## config.mk

```make
export PLATFORM = sky130hd
export DESIGN_NAME = apb_slave_regs
export DESIGN_NICKNAME = d
export VERILOG_FILES = /design/src/rtl/apb_slave_regs.sv
export SDC_FILE = /design/constraint.sdc
export NUM_CORES = 1
export LEC_CHECK = 0
export CORE_MARGIN = 5
export CORE_UTILIZATION = 35
export DETAILED_ROUTE_END_ITERATION = 16
export RECOVER_POWER = 50
export SKIP_CTS_REPAIR_TIMING = 1
export SYNTH_ARGS = -nofsm -noshare
export SYNTH_HDL_FRONTEND = slang
export SYNTH_SLANG_ARGS = --single-unit
```

## constraint.sdc

```tcl
create_clock -name pclk -period 5.5 [get_ports pclk]
set_input_delay 1.1 -clock pclk [delete_from_list [all_inputs] [get_ports pclk]]
set_output_delay 1.1 -clock pclk [all_outputs]
set_load 0.005 [all_outputs]
```

## src/rtl/apb_slave_regs.sv

```systemverilog
// APB3 completer with a bank of NUM_REGS read/write registers, programmable wait states and pslverr.
// Optional: define APB_SLAVE_ID_REG_EN to make index 0 a read-only ID register.
module apb_slave_regs #(
    parameter int unsigned DATA_WIDTH  = 32,
    parameter int unsigned ADDR_WIDTH  = 32,
    parameter int unsigned NUM_REGS    = 16,
    parameter int unsigned WAIT_CYCLES = 0
) (
    input  logic                  pclk,
    input  logic                  presetn,
    input  logic                  psel,
    input  logic                  penable,
    input  logic                  pwrite,
    input  logic [ADDR_WIDTH-1:0] paddr,
    input  logic [DATA_WIDTH-1:0] pwdata,
    output logic [DATA_WIDTH-1:0] prdata,
    output logic                  pready,
    output logic                  pslverr
);

    localparam int unsigned           IDX_W    = $clog2(NUM_REGS);
    localparam logic [ADDR_WIDTH-1:0] LP_LIMIT = ADDR_WIDTH'(NUM_REGS * 4);
`ifdef APB_SLAVE_ID_REG_EN
    localparam logic [31:0]           LP_ID    = 32'hA5B3_0001;
`endif

    typedef enum logic {
        ST_IDLE,
        ST_ACCESS
    } state_t;

    state_t                r_state;
    state_t                w_state_nxt;
    logic [7:0]            r_wait_cnt;
    logic [ADDR_WIDTH-1:0] r_addr;
    logic                  r_write;
    logic [DATA_WIDTH-1:0] r_wdata;
    logic [DATA_WIDTH-1:0] r_regs [NUM_REGS];

    logic                  w_ready;
    logic                  w_done;
    logic                  w_err;
    logic [IDX_W-1:0]      w_idx;
    logic [DATA_WIDTH-1:0] w_rdata;

    assign w_idx   = r_addr[IDX_W+1:2];
    assign w_ready = (r_state == ST_ACCESS) && (r_wait_cnt == '0);
    assign w_done  = w_ready && psel && penable;

`ifdef APB_SLAVE_ID_REG_EN
    assign w_err = (r_addr[1:0] != 2'b00) || (r_addr >= LP_LIMIT) ||
                   (r_write && (w_idx == '0));
`else
    assign w_err = (r_addr[1:0] != 2'b00) || (r_addr >= LP_LIMIT);
`endif

    always_comb begin
        w_state_nxt = r_state;
        case (r_state)
            ST_IDLE: begin
                // psel&penable without a preceding setup phase is ignored
                if (psel && !penable) w_state_nxt = ST_ACCESS;
            end
            ST_ACCESS: begin
                if (!psel)       w_state_nxt = ST_IDLE;
                else if (w_done) w_state_nxt = ST_IDLE;
            end
            default: w_state_nxt = ST_IDLE;
        endcase
    end

    always_ff @(posedge pclk or negedge presetn) begin
        if (!presetn) r_state <= ST_IDLE;
        else          r_state <= w_state_nxt;
    end

    always_ff @(posedge pclk or negedge presetn) begin
        if (!presetn) begin
            r_wait_cnt <= '0;
            r_addr     <= '0;
            r_write    <= 1'b0;
            r_wdata    <= '0;
        end else if (r_state == ST_IDLE && psel && !penable) begin
            r_wait_cnt <= 8'(WAIT_CYCLES);
            r_addr     <= paddr;
            r_write    <= pwrite;
            r_wdata    <= pwdata;
        end else if (r_state == ST_ACCESS && psel && penable && r_wait_cnt != '0) begin
            r_wait_cnt <= r_wait_cnt - 8'd1;
        end
    end

    always_ff @(posedge pclk or negedge presetn) begin
        if (!presetn) begin
            for (int unsigned i = 0; i < NUM_REGS; i++) r_regs[i] <= '0;
        end else if (w_done && r_write && !w_err) begin
            r_regs[w_idx] <= r_wdata;
        end
    end

    always_comb begin
        w_rdata = '0;
        if (w_ready && !w_err) begin
`ifdef APB_SLAVE_ID_REG_EN
            if (w_idx == '0) w_rdata = DATA_WIDTH'(LP_ID);
            else             w_rdata = r_regs[w_idx];
`else
            w_rdata = r_regs[w_idx];
`endif
        end
    end

    assign prdata  = w_rdata;
    assign pready  = w_ready;
    assign pslverr = w_ready && w_err;

endmodule

```

### Word level (Yosys, flattened, before mapping)

Index checks and enable logic that the tools add are counted.

* input port bits: 69
* bits in registers: 586
* memories: 0
* memory bits (read-only): 0
* latch bits: 0
* output and inout bits: 34
* RAM bits: 0
* logic and storage cells: 61

* multiplexer cells: 13
* multiply operators: 0
* reductions and logical operators: 21
* shift operators: 0
* order comparisons: 3
* $add $sub $neg: 1
* equality and inequality tests: 0
* bitwise logic cells: 2
* div/mod/pow operators: 0

Operators by type and width (count)
* 512-bit bitwise mux: 1
* 32-bit binary-select mux with 4-bit select: 1
* 32-bit demux with 4-bit select: 1
* 32-bit 2-to-1 mux: 4
* 32-bit by 7-bit greater-or-equal comparator with 1-bit output (second input constant): 1
* 8-bit 2-to-1 mux: 2
* 1-bit logical AND: 14
* 8-bit zero test: 1
* 8-bit nonzero test: 1
* 8-bit by 1-bit subtractor with 8-bit output (second input constant): 1
* 5-bit greater-or-equal comparator (second input constant): 1
* 5-bit by 1-bit less-than comparator with 1-bit output (second input constant): 1
* 4-bit inverter with 5-bit output: 1
* 2-bit nonzero test: 2
* 1-bit 2-to-1 mux: 3
* 1-bit zero test: 2
* 1-bit one-hot mux with 2 select lines: 1
* 1-bit logical OR: 1
* 1-bit inverter: 1

### Depth between registers and ports, before layout

* depth in word-level cells: 7
* gate-level depth with buffers: 8

### Least setup slack after synthesis

No wires, ideal clock.

* path type: register to output
* from: reg r_wait_cnt[0]
* to: out prdata[10]
* path buffers: 2
* cell stages (with the launch flop): 9
* data arrival time: 1966 ps
* slack: 2434 ps
* path through: dfrtp_1 inv_1 ha_1 nor3b_1 clkbuf_1 and3_1 nand3_1 clkbuf_1 a21oi_1

* longest elaborated chain between the ends: 4

RTL lines
* start, declared: RTL line 34 `logic [7:0] r_wait_cnt;`
* start signal, assigned: RTL line 84 `r_wait_cnt <= 8'(WAIT_CYCLES);`
* start signal, assigned: RTL line 89 `r_wait_cnt <= r_wait_cnt - 8'd1;`
* 8-bit zero test: RTL line 47 `assign w_ready = (r_state == ST_ACCESS) && (r_wait_cnt == '0);`
* 1-bit logical AND: RTL line 47
* net pready: RTL line 17 `output logic pready,`
* 1-bit logical AND: RTL line 103 `if (w_ready && !w_err) begin`
* 32-bit 2-to-1 mux: RTL line 103
* end, declared: RTL line 16 `output logic [DATA_WIDTH-1:0] prdata,`

The timed path passes the listed nets, and every way through them passes these cells.

### Final worst setup path

* from: reg r_addr[3]
* to: out prdata[1]

* longest elaborated chain between the ends: 5

RTL lines
* start, declared: RTL line 35 `logic [ADDR_WIDTH-1:0] r_addr;`
* start signal, assigned: RTL line 85 `r_addr <= paddr;`
* 32-bit by 7-bit greater-or-equal comparator with 1-bit output or 4-bit inverter with 5-bit output (tied branches): RTL line 54, 108
* 1-bit logical OR or 32-bit binary-select mux with 4-bit select (tied branches): RTL line 54, 108
* 1-bit zero test or 32-bit 2-to-1 mux (tied branches): RTL line 103, 108
* 1-bit logical AND or 32-bit 2-to-1 mux (tied branches): RTL line 103, 108
* 32-bit 2-to-1 mux (*): RTL line 103

Every way passes the cells marked *; elsewhere a longest branch is shown, timed or not. The select of a mux whose other input is x is not followed.

==> metrics.cfg <==
[synthesis]
muxShareOfSynthArea_pct=33.1
yosysSeqAreaShare_pct=56.0
yosysMostFrequentCell=dfrtp_1
syn_inst=1761
synthArstFlopShare_pct=100
yosys_register_bits=586
synthTopCellsByArea=dfrtp_1 56%, mux2_1 22%, mux4_2 11%
syn_nets=1832
synth_common_cells=586 x dfrtp_1, 512 x mux2_1, 201 x nand2_1, 128 x mux4_2, 76 x clkbuf_1
synth_top_family_by_area=multiplexers
synth-adder-area-share_pct=0.0955
synth.top_cell.area_share_pct=56.0
synth-compound-area-share_pct=2.67
synth_cell_type_count=37
yosys.area.top_type=dfrtp_1
netlist_area_sq_um=26200
synth_edf_count=0
synthXorXnorAreaFrac_pct=0.134
yosysWarnings=0
synth.avg_cell_area_sq_um=14.9
ys.flop_type=dfrtp_1
yosys.area_share.simple_pct=5.23

[detailed_routing]
first_iter_violations=905
drc=0
via_count=15152
wl_met3_mm=2.88
wl_met2_mm=31.0
antenna_left=0
vias_per_cell=5.32
wl_met1_mm=29.6
dr.max_layer_used=met5
routedWlPerCell_um=22.8
drtPass1Iterations=5
wirelength_mm=64.9

[clocking]
clk_latency_ns=0.62
numClockSinks=586
cts_tree=done
clockBufferDepth=3
numCtsBuffers=60
clockRootBuffer=clkbuf_16
htreeDepth=2
cts.clk_slew.worst_paths_ns=0.06

[timing]
period_needed_ns=4.62
setup_tns_ns=0
hold_violations=0
fin_crit_sh_pct=84.0
skew_ns=0.0195
slew_headroom_pct=-111
drv_slew=403
max_clock_freq_mhz=217
rsz0062_at_grt=false
tightest_slew_ns=3.17
setup_viol=0

[critical_path]
crit_arrival_ns=3.52
r2r_start=r_addr[17]
cp-end-kind=output pin
crit_fanout=63
start_kind=register
r2r_slack_ns=1.82
crit_type=register to output pin
r2r_cells=5
worstPathCellList=buf_4, mux4_2, a22oi_1, a21oi_1, clkdlybuf4s50_1
cp_slowest_cell=dfrtp_4
reg2reg_to=r_regs[148]
max_stage_delay_ns=1.11
crit_required_ns=4.40

[worst_hold_path]
hold_end=r_addr[28]
min_path_cells=2
hold_path_class=register to register
min-delay-start=r_addr[28]

[floorplanning]
core_sq_um=74300
die_h_um=284
io_pins=103
num_rows=100
initial_utilization_pct=35.3
dieArea_sq_um=80500
dieWidth_um=284

[power_and_ir_drop]
swShare_pct=25.1
intPower_mw=6.90
cellLeakagePower_nw=14.9
power_mw=9.22
power.density_nw_per_um2=305
pwr-share-comb_pct=6.7
switchingPower_mw=2.32
p_seq_share_pct=50.1
pwr-share-clk_pct=43.2
irDropWorstVdd_mv=0.235

[placement]
post-dp-hpwl_mm=37.9
port_buffers=102
globalplace.congestion=0.711

[grt]
grt_max_degree=134
overflow=0
antenna_found_initial=2
track_usage_pct=16.1
grt_pass1_wl_mm=102
grt_pass1_vias=16217

[run]
cap_violations=6

[cells_and_area]
multi_input_area_sq_um=10900
layout-drive-gt1-share_pct=16.2
nFillCells=6843
fin_nets=1901
area_growth_pct=15.5
seq_area_sq_um=14700

[run_status]
violations=capacitance limit, slew limit
status=finished, violations left

## worst max-delay path by stage
stage	start	to	cells past startpoint	slack (ns)
after global routing	presetn	r_addr[31]	2	0.43
after CTS	r_addr[2]	prdata[15]	6	0.76
after detailed placement	r_addr[2]	prdata[15]	6	1.45
after global placement	r_addr[2]	prdata[14]	6	1.40
after floorplan	r_wait_cnt[0]	prdata[10]	8	2.43
final	r_addr[3]	prdata[1]	5	0.88
## through the flow
stage | setup WS [ns] | util, % | instances | instance area [sq um] | hold WS [ns]
after floorplan | 2.43 | - | 1761 | 26200 | 0.446
after global placement | 1.40 | 38.2 | 2737 | 28400 | 0.459
after detailed placement | 1.45 | 38.2 | 2737 | 28400 | 0.464
after CTS | 0.760 | 40.8 | 2848 | 30300 | 0.479
after global routing | 0.435 | 40.7 | 2848 | 30300 | 0.491
final | 0.882 | 40.7 | 2849 | 30300 | 0.475
## cell type report
type / count / area share, %
inverter: 3 / 0.0372
sequential: 586 / 48.5
antenna: 1 / 0.00827
clock inverter: 20 / 0.508
timing repair buffer: 157 / 5.01
tap: 969 / 4.01
multi-input combinational: 1022 / 36.0
clock buffer: 91 / 5.91
## cell usage in the layout (no fill, tap or decap), types with 2 or more instances in the layout
| cell | count |
|---|---|
| a21boi_0 | 2 |
| a21oi_1 | 34 |
| a22oi_1 | 64 |
| and3_1 | 2 |
| buf_12 | 8 |
| buf_4 | 43 |
| clkbuf_1 | 18 |
| clkbuf_16 | 61 |
| clkbuf_8 | 15 |
| clkdlybuf4s50_1 | 100 |
| clkinv_2 | 14 |
| clkinv_4 | 2 |
| dfrtp_1 | 584 |
| dfrtp_4 | 2 |
| ha_1 | 2 |
| inv_1 | 3 |
| mux2_1 | 512 |
| mux2i_1 | 3 |
| mux4_2 | 128 |
| nand2_1 | 201 |
| nand3_2 | 2 |
| nand4_1 | 17 |
| nor2_1 | 6 |
| nor2b_1 | 2 |
| nor2b_4 | 2 |
| nor4_1 | 7 |
| nor4_4 | 17 |
| xnor2_1 | 3 |
## critical path: cells and delay by family, from the launching register on
kind	cells	cell delay (ns)
compound gates	2	0.40
flops	1	1.11
mux	1	0.37
buf+inv	2	0.97
## routing by layer
metal | track usage, % | vias up
met1 | 22.8 | 8150
met3 | 2.66 | 89
met2 | 26.3 | 295
met5 | 0 | -
li1 | - | 6616
met4 | 3.64 | 2
## cell families after synthesis
family	count (synthesis)
multiplexers	643
buffers and inverters	153
adder cells (fa/ha/maj)	2
AND/OR/NAND/NOR	269
XOR/XNOR	4
AO/OA/AOI/OAI	104
flip-flops	586
## power groups by stage
stage          clock network, mW  registers [mW]  logic [mW]
6_report                    3.98            4.62       0.614
5_1_grt                     4.27            4.65       0.677
4_1_cts                     4.11            4.62       0.633
3_5_place_dp                   0            4.70       0.632
3_3_place_gp                   0            4.69       0.625
2_1_floorplan                  0            4.52       0.445
## state kept, by name, indices dropped and copies added, names as in the netlist
signal	cells
r_regs	512
r_addr	32
r_wdata	32
r_wait_cnt	8
r_state	1
r_write	1
No activity file was read; power rests on OpenSTA's default activity.
